--- src/rtl/mem_arbiter_if.sv ---
// Bundle between the arbiter, the CPU fetch/data ports and the memory.
// slave = arbiter side, master = CPU + memory side.
interface mem_arbiter_if;
  logic        i_req;
  logic [31:0] i_addr;
  logic        i_ready;
  logic        i_valid;
  logic [31:0] i_rdata;
  logic        i_err;

  logic        d_req;
  logic        d_we;
  logic [1:0]  d_size;
  logic [31:0] d_addr;
  logic [31:0] d_wdata;
  logic        d_ready;
  logic        d_valid;
  logic [31:0] d_rdata;
  logic        d_err;

  logic [31:0] mem_addr;
  logic        mem_ren;
  logic        mem_wen;
  logic [1:0]  mem_size;
  logic [31:0] mem_wdata;
  logic [31:0] mem_rdata;

  modport slave (
    input  i_req, i_addr,
    input  d_req, d_we, d_size, d_addr, d_wdata,
    input  mem_rdata,
    output i_ready, i_valid, i_rdata, i_err,
    output d_ready, d_valid, d_rdata, d_err,
    output mem_addr, mem_ren, mem_wen,
    output mem_size, mem_wdata
  );

  modport master (
    output i_req, i_addr,
    output d_req, d_we, d_size, d_addr, d_wdata,
    output mem_rdata,
    input  i_ready, i_valid, i_rdata, i_err,
    input  d_ready, d_valid, d_rdata, d_err,
    input  mem_addr, mem_ren, mem_wen,
    input  mem_size, mem_wdata
  );
endinterface

--- src/rtl/mem_arbiter.sv ---
// Fetch/data arbiter for one single-ported memory.
// Ports: clk, reset (async, active-high), bus (mem_arbiter_if.slave).
module mem_arbiter #(
  parameter int unsigned MAX_D_STREAK = 4,
  parameter logic [31:0] ADDR_LIMIT   = 32'h0000_0100
) (
  input  logic         clk,
  input  logic         reset,
  mem_arbiter_if.slave bus
);

  localparam logic [1:0] OWN_NONE = 2'd0;
  localparam logic [1:0] OWN_INST = 2'd1;
  localparam logic [1:0] OWN_DATA = 2'd2;

  localparam logic [3:0] STREAK_MAX = 4'(MAX_D_STREAK);
  localparam logic [32:0] LIMIT33 = {1'b0, ADDR_LIMIT};

  logic [3:0]  streak_q, streak_d;
  logic [1:0]  owner_q, owner_d;
  logic        err_q, err_d;
  logic        rd_q, rd_d;

  logic        gnt_i, gnt_d;
  logic [2:0]  d_bytes;
  logic [32:0] i_end, d_end;
  logic        i_ok, d_ok;

  // 33-bit sums so accesses wrapping past 2^32 are flagged too
  always_comb begin
    d_bytes = 3'd0;
    case (bus.d_size)
      2'b01:   d_bytes = 3'd1;
      2'b10:   d_bytes = 3'd2;
      2'b11:   d_bytes = 3'd4;
      default: d_bytes = 3'd0;
    endcase
    i_end = {1'b0, bus.i_addr} + 33'd4;
    d_end = {1'b0, bus.d_addr} + {30'd0, d_bytes};
    i_ok  = (i_end <= LIMIT33);
    d_ok  = (d_bytes != 3'd0) && (d_end <= LIMIT33);
  end

  // Data wins unless it has starved a waiting fetch long enough
  always_comb begin
    gnt_i = 1'b0;
    gnt_d = 1'b0;
    if (!reset) begin
      if (bus.d_req &&
          !(bus.i_req && streak_q == STREAK_MAX))
        gnt_d = 1'b1;
      else if (bus.i_req)
        gnt_i = 1'b1;
    end
  end

  always_comb begin
    bus.mem_ren   = 1'b0;
    bus.mem_wen   = 1'b0;
    bus.mem_addr  = 32'd0;
    bus.mem_size  = 2'b00;
    bus.mem_wdata = 32'd0;
    if (gnt_i && i_ok) begin
      bus.mem_ren  = 1'b1;
      bus.mem_addr = bus.i_addr;
      bus.mem_size = 2'b11;
    end else if (gnt_d && d_ok) begin
      bus.mem_addr = bus.d_addr;
      if (bus.d_we) begin
        bus.mem_wen   = 1'b1;
        bus.mem_size  = bus.d_size;
        bus.mem_wdata = bus.d_wdata;
      end else begin
        bus.mem_ren  = 1'b1;
        bus.mem_size = 2'b11;
      end
    end
  end

  always_comb begin
    owner_d = OWN_NONE;
    err_d   = 1'b0;
    if (gnt_i) begin
      owner_d = OWN_INST;
      err_d   = !i_ok;
    end else if (gnt_d) begin
      owner_d = OWN_DATA;
      err_d   = !d_ok;
    end
    rd_d = bus.mem_ren;

    streak_d = streak_q;
    if (!bus.i_req || gnt_i)
      streak_d = 4'd0;
    else if (gnt_d && streak_q != STREAK_MAX)
      streak_d = streak_q + 4'd1;
  end

  always_ff @(posedge clk or posedge reset) begin
    if (reset) begin
      streak_q <= 4'd0;
      owner_q  <= OWN_NONE;
      err_q    <= 1'b0;
      rd_q     <= 1'b0;
    end else begin
      streak_q <= streak_d;
      owner_q  <= owner_d;
      err_q    <= err_d;
      rd_q     <= rd_d;
    end
  end

  // mem_rdata is valid in the response cycle, so pass it through
  always_comb begin
    bus.i_ready = gnt_i;
    bus.d_ready = gnt_d;
    bus.i_valid = (owner_q == OWN_INST);
    bus.d_valid = (owner_q == OWN_DATA);
    bus.i_err   = bus.i_valid && err_q;
    bus.d_err   = bus.d_valid && err_q;
    bus.i_rdata = (bus.i_valid && rd_q) ? bus.mem_rdata : 32'd0;
    bus.d_rdata = (bus.d_valid && rd_q) ? bus.mem_rdata : 32'd0;
  end

endmodule
--- src/flat_wrapper.sv ---
// flat-port wrapper written by rule: the top's interface ports become plain ports
module mem_arbiter_flat 
#(
  parameter int unsigned MAX_D_STREAK = 4,
  parameter logic [31:0] ADDR_LIMIT   = 32'h0000_0100
)
  (clk, reset, bus_i_req, bus_i_addr, bus_d_req, bus_d_we, bus_d_size, bus_d_addr, bus_d_wdata, bus_mem_rdata, bus_i_ready, bus_i_valid, bus_i_rdata, bus_i_err, bus_d_ready, bus_d_valid, bus_d_rdata, bus_d_err, bus_mem_addr, bus_mem_ren, bus_mem_wen, bus_mem_size, bus_mem_wdata);
  mem_arbiter_if bus_i ();
  input  logic clk;
  input  logic reset;
  input wire logic [$bits(bus_i.i_req)-1:0] bus_i_req;
  input wire logic [$bits(bus_i.i_addr)-1:0] bus_i_addr;
  input wire logic [$bits(bus_i.d_req)-1:0] bus_d_req;
  input wire logic [$bits(bus_i.d_we)-1:0] bus_d_we;
  input wire logic [$bits(bus_i.d_size)-1:0] bus_d_size;
  input wire logic [$bits(bus_i.d_addr)-1:0] bus_d_addr;
  input wire logic [$bits(bus_i.d_wdata)-1:0] bus_d_wdata;
  input wire logic [$bits(bus_i.mem_rdata)-1:0] bus_mem_rdata;
  output wire logic [$bits(bus_i.i_ready)-1:0] bus_i_ready;
  output wire logic [$bits(bus_i.i_valid)-1:0] bus_i_valid;
  output wire logic [$bits(bus_i.i_rdata)-1:0] bus_i_rdata;
  output wire logic [$bits(bus_i.i_err)-1:0] bus_i_err;
  output wire logic [$bits(bus_i.d_ready)-1:0] bus_d_ready;
  output wire logic [$bits(bus_i.d_valid)-1:0] bus_d_valid;
  output wire logic [$bits(bus_i.d_rdata)-1:0] bus_d_rdata;
  output wire logic [$bits(bus_i.d_err)-1:0] bus_d_err;
  output wire logic [$bits(bus_i.mem_addr)-1:0] bus_mem_addr;
  output wire logic [$bits(bus_i.mem_ren)-1:0] bus_mem_ren;
  output wire logic [$bits(bus_i.mem_wen)-1:0] bus_mem_wen;
  output wire logic [$bits(bus_i.mem_size)-1:0] bus_mem_size;
  output wire logic [$bits(bus_i.mem_wdata)-1:0] bus_mem_wdata;
  assign bus_i.i_req = bus_i_req;
  assign bus_i.i_addr = bus_i_addr;
  assign bus_i.d_req = bus_d_req;
  assign bus_i.d_we = bus_d_we;
  assign bus_i.d_size = bus_d_size;
  assign bus_i.d_addr = bus_d_addr;
  assign bus_i.d_wdata = bus_d_wdata;
  assign bus_i.mem_rdata = bus_mem_rdata;
  assign bus_i_ready = bus_i.i_ready;
  assign bus_i_valid = bus_i.i_valid;
  assign bus_i_rdata = bus_i.i_rdata;
  assign bus_i_err = bus_i.i_err;
  assign bus_d_ready = bus_i.d_ready;
  assign bus_d_valid = bus_i.d_valid;
  assign bus_d_rdata = bus_i.d_rdata;
  assign bus_d_err = bus_i.d_err;
  assign bus_mem_addr = bus_i.mem_addr;
  assign bus_mem_ren = bus_i.mem_ren;
  assign bus_mem_wen = bus_i.mem_wen;
  assign bus_mem_size = bus_i.mem_size;
  assign bus_mem_wdata = bus_i.mem_wdata;
  mem_arbiter #(.MAX_D_STREAK(MAX_D_STREAK), .ADDR_LIMIT(ADDR_LIMIT)) u_core (.clk(clk), .reset(reset), .bus(bus_i));
endmodule
--- config.mk ---
export PLATFORM = sky130hd
export DESIGN_NAME = mem_arbiter_flat
export DESIGN_NICKNAME = d
export VERILOG_FILES = /design/src/rtl/mem_arbiter_if.sv /design/src/rtl/mem_arbiter.sv /design/src/flat_wrapper.sv
export SDC_FILE = /design/constraint.sdc
export NUM_CORES = 1
export LEC_CHECK = 0
export BUFFER_PORTS_ARGS = -buffer_cell sky130_fd_sc_hd__buf_2
export CORE_AREA = 2 2 105 107
export DETAILED_ROUTE_END_ITERATION = 7
export DIE_AREA = 0 0 107 109
export SKIP_LAST_GASP = 1
export SLEW_MARGIN = 20
export SYNTH_ARGS = -nofsm -noshare
export SYNTH_HDL_FRONTEND = slang
export SYNTH_SLANG_ARGS = --single-unit
export TNS_END_PERCENT = 20
--- constraint.sdc ---
create_clock -name clk -period 10.5 [get_ports clk]
set_clock_uncertainty 0.1 [all_clocks]
set_input_delay 1.05 -clock clk [delete_from_list [all_inputs] [get_ports clk]]
set_output_delay 1.05 -clock clk [all_outputs]
set_load 0.01 [all_outputs]
==> flow_summary_export.csv <==
group,metric,value,unit
clock_network,cts_hold_buffers,0,
drt,detailedRoute.firstPassIterationCount,6,
worst_hold_path,min-delay-path-class,"reg2reg",
clock_network,cts.repair.resized,0,
power,power.share.switching,38.0,%
power,p_int,0.0890,mW
global_routing,number_of_global_route_vias_before_repair,3327,
power,power_per_cell_area,35.9,mW/mm^2
power,power.ir.vdd_worst,0.0347,mV
timing,setup_viol_count_final,0,
setup_path,path_max_fanout,41,
yosys,synth_seq_area_share,7.28,%
final_layout,flow.area_growth_from_synthesis,45.4,%
global_routing,grt_usage,16.4,%
clock_network,clockBufferDepth,2,
timing,shortest_clock_period_the_worst_path_allows_after_layout,5.74,ns
yosys,post_synth_num_cell_types,61,
global_routing,groute.layer.met3.usage,1.55,%
placement,globalplace.congestion,0.908,
power,clock_group_share_of_total_power,24.1,%
global_routing,grt_use_met2,29.0,%
yosys,fraction_of_registers_with_async_set_or_reset_after_synthesis,100,%
power,pwr-share-seq,22.7,%
floorplan,ioPinCount,273,
placement,buffer_ports.inserted,249,
global_routing,global_route_wire_length_before_repair,15900,um
timing,finalCritPeriodShare,54.7,%
setup_path,startpoint_type,"primary input",
status,result_of_the_run,"finished, final reports clean",
drt,ant_nets,0,
global_routing,most_congested_layer_reported_by_global_routing,"met2",
clock_network,cts_tree,"yes",
yosys,netlist_instances,398,
floorplan,dieWidth,107,um
timing,whs,0.464,ns
power,p_comb_share,53.2,%
floorplan,floorplan.core_area,0.0106,mm^2
global_routing,grt_start_max_net_pins,65,
setup_path,path_class,"in2out",
yosys,synth-main-ff-cell,"dfrtp_1",
floorplan,cell_row_count,38,
drt,drt_iter0_drc,337,
clock_network,cts_buffers,3,
setup_path,cp.arrival,4.59,ns
floorplan,die-area,0.0117,mm^2
global_routing,antenna_violations_before_repair,1,
drt,route.vias.total,3836,
final_layout,number_of_nets_in_the_final_layout,767,
timing,achievable-frequency,0.174,GHz
floorplan,floorplan_die_height,109,um
timing,setup_tns,0,ns
setup_path,worst-endpoint-required,9.35,ns
clock_network,cts.htree.levels,1,
drt,routed_wl,10900,um
yosys,syn-cell-area,0.00275,mm^2
global_routing,grt_overflow,0,
yosys,synth_warnings,0,
job,max-cap-violations,0,
drt,viasPerCell,5.01,
yosys,synth.avg_cell_area,6.91,um^2
clock_network,clock_slew_at_the_register_clock_pins_of_the_worst_setup_and_hold_paths,0.04,ns
timing,report.final.hold_viol_count,0,
floorplan,starting_density_of_the_core,25.9,%
power,p_total,0.144,mW
power,total_leakage_power,2.58,nW
clock_network,clkLatencyLatePin,0.22,ns
final_layout,mostFrequentLayoutCell,"buf_2",
yosys,synth.ff_latch_count,8,
final_layout,drive_gt1_share,42.5,%
clock_network,cts.root.buffer_cell,"clkbuf_8",
timing,timing.max_slew.rel_slack,53.5,%
clock_network,clock_sinks,8,
timing,finalMaxSlewViolations,0,
setup_path,worstSetupEndpointType,"output port",
drt,routedWlPerCell,14.2,um
timing,grt_setup_unrepaired,"false",
drt,drc_errors,0,
final_layout,layout_common_cells,"buf_2 (249), and3_1 (106), conb_1 (23)",
placement,detailed_place_hpwl,9370,um
clock_network,post-cts-setup-buffers,0,
global_routing,groute.layer.met1.usage,21.7,%
yosys,synth-edff-count,0,
power,netSwitchingPower,0.0545,mW
timing,worst-slew-pin-transition,0.696,ns
[final cells by class]
type / count / area (um^2)
fillers: 1121 / 6600
multi-input cells: 343 / 2240
repair buffers: 251 / 1260
flip-flops and latches: 8 / 201
well taps: 140 / 175
inverters: 19 / 71.3
clock buffers: 3 / 41.3
diodes: 2 / 5.00
[kinds of logic after synthesis]
group | synth area share, %
AND/OR/NAND/NOR | 52.1
XOR/XNOR | 4.78
flip-flops | 7.28
multiplexers | 2.96
adder cells (fa/ha/maj) | 3.00
buffers and inverters | 14.2
AO/OA/AOI/OAI | 15.5
other | 0.136
[through the flow]
stage	area, um^2	std cells	util, %	setup slack (ns)
floorplan	2830	420	-	5.60
global placement	3950	761	37.3	4.62
detailed placement	3950	761	37.3	4.49
CTS	3990	764	37.6	4.50
global route	4000	765	37.7	4.51
finish	4000	766	37.7	4.76
[flip-flops by register name, indices dropped and copies added (netlist names)]
name             flops
u_core.err_q         1
u_core.owner_q       2
u_core.rd_q          1
u_core.streak_q      4
[power groups by stage]
stage               Combinational [mW]  Clock [mW]  Sequential (mW)
finish                          0.0764      0.0346           0.0325
CTS                             0.0753      0.0360           0.0325
global route                    0.0851      0.0390           0.0325
detailed placement              0.0750           0           0.0329
floorplan                       0.0403           0           0.0327
global placement                0.0738           0           0.0329
[worst max-delay path, stage by stage]
cell and delay (ns):
buf_2 0.12, nor2b_1 0.13, ha_1 0.21, fa_1 0.45, a21oi_1 0.38, nor4_2 0.14, or3_1 0.32, a2111oi_0 0.40
o2111a_1 0.30, and4_2 0.68, and3_1 0.26, buf_2 0.13
[per-layer routing]
layer  wire, um  part of all wire [%]
met1       4560                    42
met2       5380                    49
met3        835                   7.7
met4         95                  0.87
met5          0                     0
[path summary, 6_finish.rpt]
kind	startpoint	to	slack, ns	cells after the start
worst max-delay path	bus_d_size[0]	bus_mem_wdata[23]	4.76	12
worst min-delay path	u_core.streak_q[3]	u_core.streak_q[3]	0.46	2
worst min register to register	u_core.streak_q[3]	u_core.streak_q[3]	0.46	2
worst max register to register	u_core.streak_q[0]	u_core.rd_q	8.20	7
max in group asynchronous	reset	u_core.rd_q	9.24	2
min in group asynchronous	reset	u_core.streak_q[1]	0.76	2
[cells in the mapped netlist, types with 3 or more instances]
cell type,number,share of area (%)
inv_1,19,2.6
nor3_1,10,1.8
and4_1,5,1.6
o21ai_0,3,0.55
dfrtp_1,8,7.3
xnor2_1,8,2.5
and2_1,8,1.8
nor3b_1,4,1.1
xor2_1,7,2.2
or4_1,3,0.82
nand3_1,20,3.6
o41ai_1,3,0.96
nor4_1,17,3.9
nor2_1,20,2.7
nand2_1,15,2.0
mux2i_1,7,2.5
o21ai_1,4,0.73
ha_1,5,2.3
nand4_1,8,1.8
and3_1,106,24
or3_1,3,0.68
buf_6,3,1.2
o211a_1,4,1.5
nor2b_1,5,1.1
a31o_1,8,2.5
clkbuf_1,18,2.5
buf_4,29,7.9
a21oi_1,7,1.3
Power figures use the tool's default switching activity.
